[src/rtl/hazard_pkg.sv]
// Shared encodings for the pipeline hazard controller: stall-state and forward-select codes
// and the packed stall/flush control word.
package hazard_pkg;

  typedef enum logic [1:0] {
    ST_RUN    = 2'd0,
    ST_DSTALL = 2'd1,
    ST_ISTALL = 2'd2,
    ST_BRWAIT = 2'd3
  } stallState_t;

  typedef enum logic [1:0] {
    FWD_RF = 2'b00,
    FWD_W  = 2'b01,
    FWD_M  = 2'b10
  } fwdSel_t;

  typedef struct packed {
    logic stallF;
    logic stallD;
    logic stallE;
    logic stallM;
    logic flushD;
    logic flushE;
    logic flushM;
    logic flushW;
  } hazCtl_t;

  function automatic logic anyStall(input hazCtl_t c);
    return c.stallF | c.stallD | c.stallE | c.stallM;
  endfunction

endpackage

[src/rtl/hazard_ctrl_unit_if.sv]
// Datapath <-> hazard controller signal bundle; master is the datapath, slave the controller.
interface hazard_ctrl_unit_if #(
  parameter int unsigned REG_AW = 5,
  parameter int unsigned CNT_W  = 32
);
  logic              RegwriteM;
  logic              RegwriteW;
  logic [REG_AW-1:0] RdE;
  logic [REG_AW-1:0] RdM;
  logic [REG_AW-1:0] RdW;
  logic [REG_AW-1:0] Rs1D;
  logic [REG_AW-1:0] Rs2D;
  logic [REG_AW-1:0] Rs1E;
  logic [REG_AW-1:0] Rs2E;
  logic              MemReadE;
  logic              PCSrcE;
  logic              CacheWaitI;
  logic              CacheWaitD;
  logic [1:0]        ForwardAE;
  logic [1:0]        ForwardBE;
  logic              StallF;
  logic              StallD;
  logic              StallE;
  logic              StallM;
  logic              FlushD;
  logic              FlushE;
  logic              FlushM;
  logic              FlushW;
  logic [1:0]        StallReason;
  logic              StallTimeout;
  logic [CNT_W-1:0]  StallCycles;

  modport master (
    output RegwriteM, RegwriteW, RdE, RdM, RdW, Rs1D, Rs2D, Rs1E, Rs2E,
           MemReadE, PCSrcE, CacheWaitI, CacheWaitD,
    input  ForwardAE, ForwardBE, StallF, StallD, StallE, StallM,
           FlushD, FlushE, FlushM, FlushW, StallReason, StallTimeout, StallCycles
  );

  modport slave (
    input  RegwriteM, RegwriteW, RdE, RdM, RdW, Rs1D, Rs2D, Rs1E, Rs2E,
           MemReadE, PCSrcE, CacheWaitI, CacheWaitD,
    output ForwardAE, ForwardBE, StallF, StallD, StallE, StallM,
           FlushD, FlushE, FlushM, FlushW, StallReason, StallTimeout, StallCycles
  );
endinterface

[src/rtl/hazard_fwd_sel.sv]
// Per-operand forwarding comparator: selects M, then W, then the register file; x0 never forwards.
module hazard_fwd_sel
  import hazard_pkg::*;
#(
  parameter int unsigned REG_AW = 5
) (
  input  logic              regWriteM,
  input  logic              regWriteW,
  input  logic [REG_AW-1:0] rdM,
  input  logic [REG_AW-1:0] rdW,
  input  logic [REG_AW-1:0] rsE,
  output fwdSel_t           fwdSel
);

  always_comb begin
    fwdSel = FWD_RF;
    if (regWriteM && (rdM != '0) && (rdM == rsE))
      fwdSel = FWD_M;
    else if (regWriteW && (rdW != '0) && (rdW == rsE))
      fwdSel = FWD_W;
  end

endmodule

[src/rtl/hazard_ctrl_unit.sv]
// 5-stage pipeline hazard controller: forwarding, load-use interlock, branch flush, cache-miss
// stalls, registered stall state, sticky stall watchdog and saturating stall-cycle counter.
module hazard_ctrl_unit
  import hazard_pkg::*;
#(
  parameter int unsigned REG_AW        = 5,
  parameter int unsigned MAX_STALL_CYC = 1024,
  parameter int unsigned CNT_W         = 32
) (
  input logic          clk,
  input logic          rst,
  hazard_ctrl_unit_if.slave hz
);

  localparam int unsigned WD_W = $clog2(MAX_STALL_CYC + 1);
  localparam logic [WD_W-1:0] WD_MAX = WD_W'(MAX_STALL_CYC);

  fwdSel_t          fwdA;
  fwdSel_t          fwdB;
  hazCtl_t          ctl;
  stallState_t      state;
  stallState_t      stateNext;
  logic             loadUse;
  logic             cacheWait;
  logic [WD_W-1:0]  wdCnt;
  logic [WD_W-1:0]  wdNext;
  logic             timeoutQ;
  logic [CNT_W-1:0] stallCnt;

  hazard_fwd_sel #(.REG_AW(REG_AW)) uFwdA (
    .regWriteM (hz.RegwriteM),
    .regWriteW (hz.RegwriteW),
    .rdM       (hz.RdM),
    .rdW       (hz.RdW),
    .rsE       (hz.Rs1E),
    .fwdSel    (fwdA)
  );

  hazard_fwd_sel #(.REG_AW(REG_AW)) uFwdB (
    .regWriteM (hz.RegwriteM),
    .regWriteW (hz.RegwriteW),
    .rdM       (hz.RdM),
    .rdW       (hz.RdW),
    .rsE       (hz.Rs2E),
    .fwdSel    (fwdB)
  );

  assign loadUse   = hz.MemReadE && (hz.RdE != '0) &&
                     ((hz.RdE == hz.Rs1D) || (hz.RdE == hz.Rs2D));
  assign cacheWait = hz.CacheWaitI | hz.CacheWaitD;

  // Priority chain; a D-miss freezes everything up to M so pending branch/load-use
  // hazards simply reappear and resolve once the miss releases.
  always_comb begin
    ctl       = '0;
    stateNext = ST_RUN;
    if (rst) begin
      ctl       = '0;
      stateNext = ST_RUN;
    end else if (hz.CacheWaitD) begin
      ctl.stallF = 1'b1;
      ctl.stallD = 1'b1;
      ctl.stallE = 1'b1;
      ctl.stallM = 1'b1;
      ctl.flushW = 1'b1;
      stateNext  = ST_DSTALL;
    end else if (hz.CacheWaitI && hz.PCSrcE) begin
      ctl.stallF = 1'b1;
      ctl.stallD = 1'b1;
      ctl.stallE = 1'b1;
      ctl.flushM = 1'b1;
      stateNext  = ST_BRWAIT;
    end else if (hz.CacheWaitI) begin
      ctl.stallF = 1'b1;
      ctl.stallD = 1'b1;
      ctl.flushE = 1'b1;
      stateNext  = ST_ISTALL;
    end else if (hz.PCSrcE) begin
      ctl.flushD = 1'b1;
      ctl.flushE = 1'b1;
    end else if (loadUse) begin
      ctl.stallF = 1'b1;
      ctl.stallD = 1'b1;
      ctl.flushE = 1'b1;
    end
  end

  always_comb begin
    wdNext = '0;
    if (cacheWait)
      wdNext = (wdCnt == WD_MAX) ? WD_MAX : wdCnt + 1'b1;
  end

  always_ff @(posedge clk) begin
    if (rst) begin
      state    <= ST_RUN;
      wdCnt    <= '0;
      timeoutQ <= 1'b0;
      stallCnt <= '0;
    end else begin
      state <= stateNext;
      wdCnt <= wdNext;
      if (wdNext == WD_MAX)
        timeoutQ <= 1'b1;
      if (anyStall(ctl) && (stallCnt != '1))
        stallCnt <= stallCnt + 1'b1;
    end
  end

  assign hz.ForwardAE    = rst ? FWD_RF : fwdA;
  assign hz.ForwardBE    = rst ? FWD_RF : fwdB;
  assign hz.StallF       = ctl.stallF;
  assign hz.StallD       = ctl.stallD;
  assign hz.StallE       = ctl.stallE;
  assign hz.StallM       = ctl.stallM;
  assign hz.FlushD       = ctl.flushD;
  assign hz.FlushE       = ctl.flushE;
  assign hz.FlushM       = ctl.flushM;
  assign hz.FlushW       = ctl.flushW;
  assign hz.StallReason  = state;
  assign hz.StallTimeout = timeoutQ;
  assign hz.StallCycles  = stallCnt;

endmodule

[src/flat_wrapper.sv]
// flat-port wrapper written by rule: the top's interface ports become plain ports
module hazard_ctrl_unit_flat import hazard_pkg::*;
#(
  parameter int unsigned REG_AW        = 5,
  parameter int unsigned MAX_STALL_CYC = 1024,
  parameter int unsigned CNT_W         = 32
)
  (clk, rst, hz_RegwriteM, hz_RegwriteW, hz_RdE, hz_RdM, hz_RdW, hz_Rs1D, hz_Rs2D, hz_Rs1E, hz_Rs2E, hz_MemReadE, hz_PCSrcE, hz_CacheWaitI, hz_CacheWaitD, hz_ForwardAE, hz_ForwardBE, hz_StallF, hz_StallD, hz_StallE, hz_StallM, hz_FlushD, hz_FlushE, hz_FlushM, hz_FlushW, hz_StallReason, hz_StallTimeout, hz_StallCycles);
  hazard_ctrl_unit_if #(.REG_AW(REG_AW), .CNT_W(CNT_W)) hz_i ();
  input logic clk;
  input logic rst;
  input wire logic [$bits(hz_i.RegwriteM)-1:0] hz_RegwriteM;
  input wire logic [$bits(hz_i.RegwriteW)-1:0] hz_RegwriteW;
  input wire logic [$bits(hz_i.RdE)-1:0] hz_RdE;
  input wire logic [$bits(hz_i.RdM)-1:0] hz_RdM;
  input wire logic [$bits(hz_i.RdW)-1:0] hz_RdW;
  input wire logic [$bits(hz_i.Rs1D)-1:0] hz_Rs1D;
  input wire logic [$bits(hz_i.Rs2D)-1:0] hz_Rs2D;
  input wire logic [$bits(hz_i.Rs1E)-1:0] hz_Rs1E;
  input wire logic [$bits(hz_i.Rs2E)-1:0] hz_Rs2E;
  input wire logic [$bits(hz_i.MemReadE)-1:0] hz_MemReadE;
  input wire logic [$bits(hz_i.PCSrcE)-1:0] hz_PCSrcE;
  input wire logic [$bits(hz_i.CacheWaitI)-1:0] hz_CacheWaitI;
  input wire logic [$bits(hz_i.CacheWaitD)-1:0] hz_CacheWaitD;
  output wire logic [$bits(hz_i.ForwardAE)-1:0] hz_ForwardAE;
  output wire logic [$bits(hz_i.ForwardBE)-1:0] hz_ForwardBE;
  output wire logic [$bits(hz_i.StallF)-1:0] hz_StallF;
  output wire logic [$bits(hz_i.StallD)-1:0] hz_StallD;
  output wire logic [$bits(hz_i.StallE)-1:0] hz_StallE;
  output wire logic [$bits(hz_i.StallM)-1:0] hz_StallM;
  output wire logic [$bits(hz_i.FlushD)-1:0] hz_FlushD;
  output wire logic [$bits(hz_i.FlushE)-1:0] hz_FlushE;
  output wire logic [$bits(hz_i.FlushM)-1:0] hz_FlushM;
  output wire logic [$bits(hz_i.FlushW)-1:0] hz_FlushW;
  output wire logic [$bits(hz_i.StallReason)-1:0] hz_StallReason;
  output wire logic [$bits(hz_i.StallTimeout)-1:0] hz_StallTimeout;
  output wire logic [$bits(hz_i.StallCycles)-1:0] hz_StallCycles;
  assign hz_i.RegwriteM = hz_RegwriteM;
  assign hz_i.RegwriteW = hz_RegwriteW;
  assign hz_i.RdE = hz_RdE;
  assign hz_i.RdM = hz_RdM;
  assign hz_i.RdW = hz_RdW;
  assign hz_i.Rs1D = hz_Rs1D;
  assign hz_i.Rs2D = hz_Rs2D;
  assign hz_i.Rs1E = hz_Rs1E;
  assign hz_i.Rs2E = hz_Rs2E;
  assign hz_i.MemReadE = hz_MemReadE;
  assign hz_i.PCSrcE = hz_PCSrcE;
  assign hz_i.CacheWaitI = hz_CacheWaitI;
  assign hz_i.CacheWaitD = hz_CacheWaitD;
  assign hz_ForwardAE = hz_i.ForwardAE;
  assign hz_ForwardBE = hz_i.ForwardBE;
  assign hz_StallF = hz_i.StallF;
  assign hz_StallD = hz_i.StallD;
  assign hz_StallE = hz_i.StallE;
  assign hz_StallM = hz_i.StallM;
  assign hz_FlushD = hz_i.FlushD;
  assign hz_FlushE = hz_i.FlushE;
  assign hz_FlushM = hz_i.FlushM;
  assign hz_FlushW = hz_i.FlushW;
  assign hz_StallReason = hz_i.StallReason;
  assign hz_StallTimeout = hz_i.StallTimeout;
  assign hz_StallCycles = hz_i.StallCycles;
  hazard_ctrl_unit #(.REG_AW(REG_AW), .MAX_STALL_CYC(MAX_STALL_CYC), .CNT_W(CNT_W)) u_core (.clk(clk), .rst(rst), .hz(hz_i));
endmodule
[config.mk]
export PLATFORM = sky130hd
export DESIGN_NAME = hazard_ctrl_unit_flat
export DESIGN_NICKNAME = d
export VERILOG_FILES = /design/src/rtl/hazard_pkg.sv /design/src/rtl/hazard_ctrl_unit_if.sv /design/src/rtl/hazard_fwd_sel.sv /design/src/rtl/hazard_ctrl_unit.sv /design/src/flat_wrapper.sv
export SDC_FILE = /design/constraint.sdc
export NUM_CORES = 1
export LEC_CHECK = 0
export CAP_MARGIN = 10
export CORE_ASPECT_RATIO = 0.9
export CORE_MARGIN = 5
export CORE_UTILIZATION = 35
export DETAILED_ROUTE_END_ITERATION = 8
export GPL_TIMING_DRIVEN = 0
export PLACE_DENSITY = 0.63
export SYNTH_ARGS = -nofsm -noshare
export SYNTH_HDL_FRONTEND = slang
export SYNTH_SLANG_ARGS = --single-unit
[constraint.sdc]
create_clock -name clk -period 2.2 [get_ports clk]
set_input_delay 0.44 -clock clk [delete_from_list [all_inputs] [get_ports clk]]
set_output_delay 0.44 -clock clk [all_outputs]
set_load 0.005 [all_outputs]
Yosys cells after proc, flatten, opt, wreduce, memory -nomap -nowiden

Cells that the tools add are included.

$mul: 0
Div/mod/pow operators: 0
Bitwise operators: 4
Magnitude comparators: 0
Eq/ne operators: 9
Multiplexer cells: 26
Add/subtract/negate cells: 2
Reduce and logical (&&, ||, !) cells: 15
Shift-type cells: 0

Operators with widths:

| kind                  | count |
|---|---|
| $add 32x1->32 const B | 1 |
| $ne 32x32->1 const B  | 1 |
| $eq 5x5->1            | 6 |
| $eq 11x11->1 const B  | 2 |
| $mux 11               | 2 |
| $mux 2                | 11 |
| $reduce_bool 5->1     | 3 |
| $add 11x1->11 const B | 1 |
| $logic_and 1x1->1     | 10 |
| $mux 1                | 10 |
| $mux 8                | 1 |
| $mux 3                | 2 |
| $or 1x1->1            | 4 |
| $reduce_or 2->1       | 1 |
| $logic_or 1x1->1      | 1 |

Bits in read-only memories: 0
Register bits after elaboration: 46
Memories: 0
Bits in latches: 0
Memory bits (writable): 0
Logic and storage cells: 61
Output and inout bits: 47

Longest topological paths before layout

Depth after elaboration: 13
Mapped depth: 9
Mapped depth without buffers: 8

By module

Synthesis repeated with hierarchy kept, for this count alone.

Cell total of the unflattened synthesis: 361
Area, all modules: 2894.0 um^2

Modules (own cells, without submodules):

| module           | instances | sequential area each (um^2) | area an instance (um^2) | cells an instance |
|---|---|---|---|---|
| hazard_ctrl_unit | 1         | 920.9                       | 2591.2                  | 321 |
| hazard_fwd_sel   | 2         | 0.0                         | 151.4                   | 20 |

Worst setup path after synthesis

No wires, ideal clock.

Kind: input to output
Start: input hz_RdE[0]
End: output hz_StallF
Stages: 6
Data required time: 1760 ps
Arrival time: 1700 ps
Setup slack: 60 ps
Path buffers: 2
Path through: or4_1 -> o21ai_2 -> or3_4 -> o22ai_4 -> buf_2 -> buf_4

Longest elaborated chain between the ends: 9
Elaborated cells between the ends (all ways): 12
Classes of those cells: 2 x eq/ne; 6 x mux; 4 x reduce/logical

RTL lines:

| what                                                         | RTL line                                       | text |
|---|---|---|
| start, declared                                              | flat_wrapper.sv:14                             | `input wire logic [$bits(hz_i.RdE)-1:0] hz_RdE;` |
| $eq 5x5->1 / $reduce_bool 5->1 (equally long branches)       | hazard_ctrl_unit.sv:49, hazard_ctrl_unit.sv:48 |  |
| $logic_or 1x1->1 / $logic_and 1x1->1 (equally long branches) | hazard_ctrl_unit.sv:49, hazard_ctrl_unit.sv:48 |  |
| $logic_and 1x1->1 (*)                                        | hazard_ctrl_unit.sv:48                         | `assign loadUse = hz.MemReadE && (hz.RdE != '0) &&` |
| $mux 2 (*)                                                   | hazard_ctrl_unit.sv:81                         | `end else if (loadUse) begin` |
| $mux 2 (*)                                                   | hazard_ctrl_unit.sv:78                         | `end else if (hz.PCSrcE) begin` |
| $mux 2 (*)                                                   | hazard_ctrl_unit.sv:73                         | `end else if (hz.CacheWaitI) begin` |
| $mux 2 (*)                                                   | hazard_ctrl_unit.sv:67                         | `end else if (hz.CacheWaitI && hz.PCSrcE) begin` |
| $mux 3 (*)                                                   | hazard_ctrl_unit.sv:60                         | `end else if (hz.CacheWaitD) begin` |
| $mux 8 (*)                                                   | hazard_ctrl_unit.sv:57                         | `if (rst) begin` |
| end, declared                                                | flat_wrapper.sv:27                             | `output wire logic [$bits(hz_i.StallF)-1:0] hz_StallF;` |

Every way passes the cells marked *; elsewhere a longest branch is shown, timed or not.

Worst setup path after layout

Start: input hz_RdE[0]
End: output hz_FlushE

Longest elaborated chain between the ends: 9
Elaborated cells between the ends (all ways): 12
Classes of those cells: 2 x eq/ne; 6 x mux; 4 x reduce/logical

RTL lines:

| what                                                         | RTL line                                       | text |
|---|---|---|
| $eq 5x5->1 / $reduce_bool 5->1 (equally long branches)       | hazard_ctrl_unit.sv:49, hazard_ctrl_unit.sv:48 |  |
| $logic_or 1x1->1 / $logic_and 1x1->1 (equally long branches) | hazard_ctrl_unit.sv:49, hazard_ctrl_unit.sv:48 |  |
| $logic_and 1x1->1 (*)                                        | hazard_ctrl_unit.sv:48                         |  |
| $mux 1 (*)                                                   | hazard_ctrl_unit.sv:81                         |  |
| $mux 1 (*)                                                   | hazard_ctrl_unit.sv:78                         |  |
| $mux 1 (*)                                                   | hazard_ctrl_unit.sv:73                         |  |
| $mux 2 (*)                                                   | hazard_ctrl_unit.sv:67                         |  |
| $mux 3 (*)                                                   | hazard_ctrl_unit.sv:60                         |  |
| $mux 8 (*)                                                   | hazard_ctrl_unit.sv:57                         |  |
| end, declared                                                | flat_wrapper.sv:32                             | `output wire logic [$bits(hz_i.FlushE)-1:0] hz_FlushE;` |

Marks and branches as above.

==> impl_metrics.tcl <==
set metrics [dict create \
    async_reset_ff_share_pct 0 \
    hp-class "primary input to flop" \
    numCtsBuffers 5 \
    ys_seq_elements 46 \
    tritoncts "yes" \
    grt_pass1_wl_um 13300 \
    post-place-ws_ns -1.05 \
    syn_avg_cell_area_um2 8.11 \
    slew_headroom_pct 64.3 \
    dpl_cell_area_um2 3730 \
    hold_viol 0 \
    root_buffer "clkbuf_8" \
    power.density_nw_per_um2 426 \
    finalInstanceArea_um2 4000 \
    power_uw 1700 \
    drc 0 \
    slowest_delay_ns 0.54 \
    numPortBuffers 88 \
    yosysWarnings 0 \
    setup_viol 1 \
    timing.final.max_slew_violations 0 \
    area_growth_pct 46.6 \
    grt_pass1_vias 2770 \
    synth.area.top_cells "dfxtp_1 34%, xor2_1 14%, nor2_1 6.5%" \
    slowest_stage "or4_4" \
    synth_ff_type "dfxtp_1" \
    crit_path_frequent_cell "buf_6" \
    wl_um 7910 \
    synth_top_area_share_pct 33.8 \
    core_area_um2 7580 \
    layout_common_cells "44 x xor2_1, 44 x nor2_1, 44 x clkdlybuf4s50_1" \
    path_max_fanout 3 \
    yosysTopAreaCell "dfxtp_1" \
    cts.path.max_buffers 2 \
    ys_types 45 \
    drtPass1Iterations 4 \
    avgRoutedWirePerCell_um 14.6 \
    nets 491 \
    clk_pin_slew_ns 0.09 \
    via_count 2804 \
    worstSetupPathType "primary input to output port" \
    drive_above_1_share_pct 18.4 \
    rsz0062_at_grt "yes" \
    antenna_found_initial 0 \
    cp.arrival_ns 1.78 \
    syn-cell-area_um2 2730 \
    critPathLaunchType "primary input" \
    die_w_um 103 \
    tightest_slew_ns 0.536 \
    setup_slack_ns -0.0183 \
    violations "negative setup slack" \
    start_util_pct 36.0 \
    finalWeightedCongestion 0.905 \
    grt_max_degree 17 \
    max-cap-violations 0 \
    clock_latency_ns 0.31 \
    synth_edf_count 0 \
    viasPerCell 5.17 \
    fillers 746 \
    synth_cells 336 \
    grt_remaining_overflow 0 \
    ios 90 \
    n_antenna_cell 0 \
    fmax_mhz 451 \
    die_h_um 93.7 \
    p_leak_uw 0.00151 \
    drtIter0Drc 79 \
    die_area_um2 9660 \
    ir_worst_vdd_uv 223 \
    cp-end-kind "output port" \
    path_cells "buf_6, or4_4, o21ai_4, buf_6, nor2_2, nor3_2, a2111oi_2, buf_2" \
    setup-tns-final_ns -0.0183 \
    crit_buf_inv 3 \
    ant_nets 0 \
    fin_crit_ns 2.22 \
    rows 30 \
    status "finished with violations" \
    hpwlAfterDp_um 6040 \
    grt_usage_pct 17.2 \
    syn_nets 382 \
    fin_crit_sh_pct 101 \
    seq_area_frac_synth_pct 33.8 \
    skew_ns 0.0162 \
    cts_sinks 46 \
    htree_levels 2 \
    critPathTopFamily "simple AND/OR/NAND/NOR gates" \
    required_ns 1.76 \
]
cell families after synthesis:
kind of cell | Yosys count | share of synthesized area [%]
xor+xnor | 59 | 19.0
flops | 46 | 33.8
fa+ha+maj | 3 | 1.38
compound gates | 40 | 10.2
buf+inv | 20 | 3.67
mux | 2 | 0.826
simple gates | 166 | 31.2
report_power, final:
| part | switching (uW) | internal (uW) |
|---|---|---|
| clock | 323 | 230 |
| combinational | 142 | 157 |
| sequential | 8.73 | 841 |
synthesized netlist by cell type (2+ instances only):
library cell / number
nor2_1: 47
dfxtp_1: 46
xor2_1: 44
nand3_1: 31
nand2_1: 21
xnor2_1: 15
nor3_1: 14
and3_1: 13
o21ai_0: 11
a21oi_1: 9
nand4_1: 8
or3_1: 7
clkbuf_1: 6
inv_1: 6
nor4_1: 5
or4_1: 5
o31ai_1: 4
and4_1: 3
ha_1: 3
o211ai_1: 3
a41o_1: 2
buf_1: 2
buf_2: 2
buf_4: 2
buf_6: 2
mux2_2: 2
nand2b_1: 2
nor2b_1: 2
o311ai_0: 2
o41ai_1: 2
layout make-up:
type	instances	area [um^2]	area share (%)
Inverter	6	25.0	0.626
Buffer	13	90.1	2.25
Tap cell	96	120	3.01
Multi-Input combinational cell	270	1800	45.1
Clock inverter	3	25.0	0.626
Clock buffer	5	68.8	1.72
Sequential cell	46	926	23.2
Timing Repair Buffer	103	937	23.5
through the flow:
stage | std cells | utilization [%] | hold slack (ns)
after floorplan | 336 | - | 0.437
after global placement | 520 | 49.2 | 0.461
after detailed placement | 520 | 49.2 | 0.468
after CTS | 536 | 51.1 | 0.489
after global routing | 542 | 52.7 | 0.456
final | 542 | 52.7 | 0.458
flip-flops by register name (all words and copies together), names as in the netlist:
| signal | cells |
|---|---|
| u_core.hz.StallCycles | 32 |
| u_core.wdCnt | 11 |
| u_core.hz.StallReason | 2 |
| u_core.hz.StallTimeout | 1 |
timing repair:
action	4_1_cts	5_1_grt
pin swaps	22	15
setup endpoints to repair	34	36
hold buffers	0	0
gates resized for setup	134	32
buffers inserted	8	7
worst paths after layout:
path                            cells after the start                         to                      start  slack, ns
worst min-delay path                                2   u_core.hz.StallReason[1]              hz_CacheWaitD       0.46
worst min register to register                      1     u_core.hz.StallTimeout     u_core.hz.StallTimeout       0.49
worst max register to register                      8  u_core.hz.StallCycles[15]  u_core.hz.StallCycles[10]       0.16
worst max-delay path                                8                  hz_FlushE                  hz_RdE[0]      -0.02
per-layer routing:
metal | up-vias | part of all wire [%] | track usage [%]
li1 | 1401 | - | -
met1 | 1284 | 44 | 22.1
met2 | 109 | 45 | 27.0
met3 | 10 | 8.6 | 5.72
met4 | 0 | 1.7 | 5.39
met5 | - | 0 | 0
Note: power is estimated with default switching activity, not from simulation.
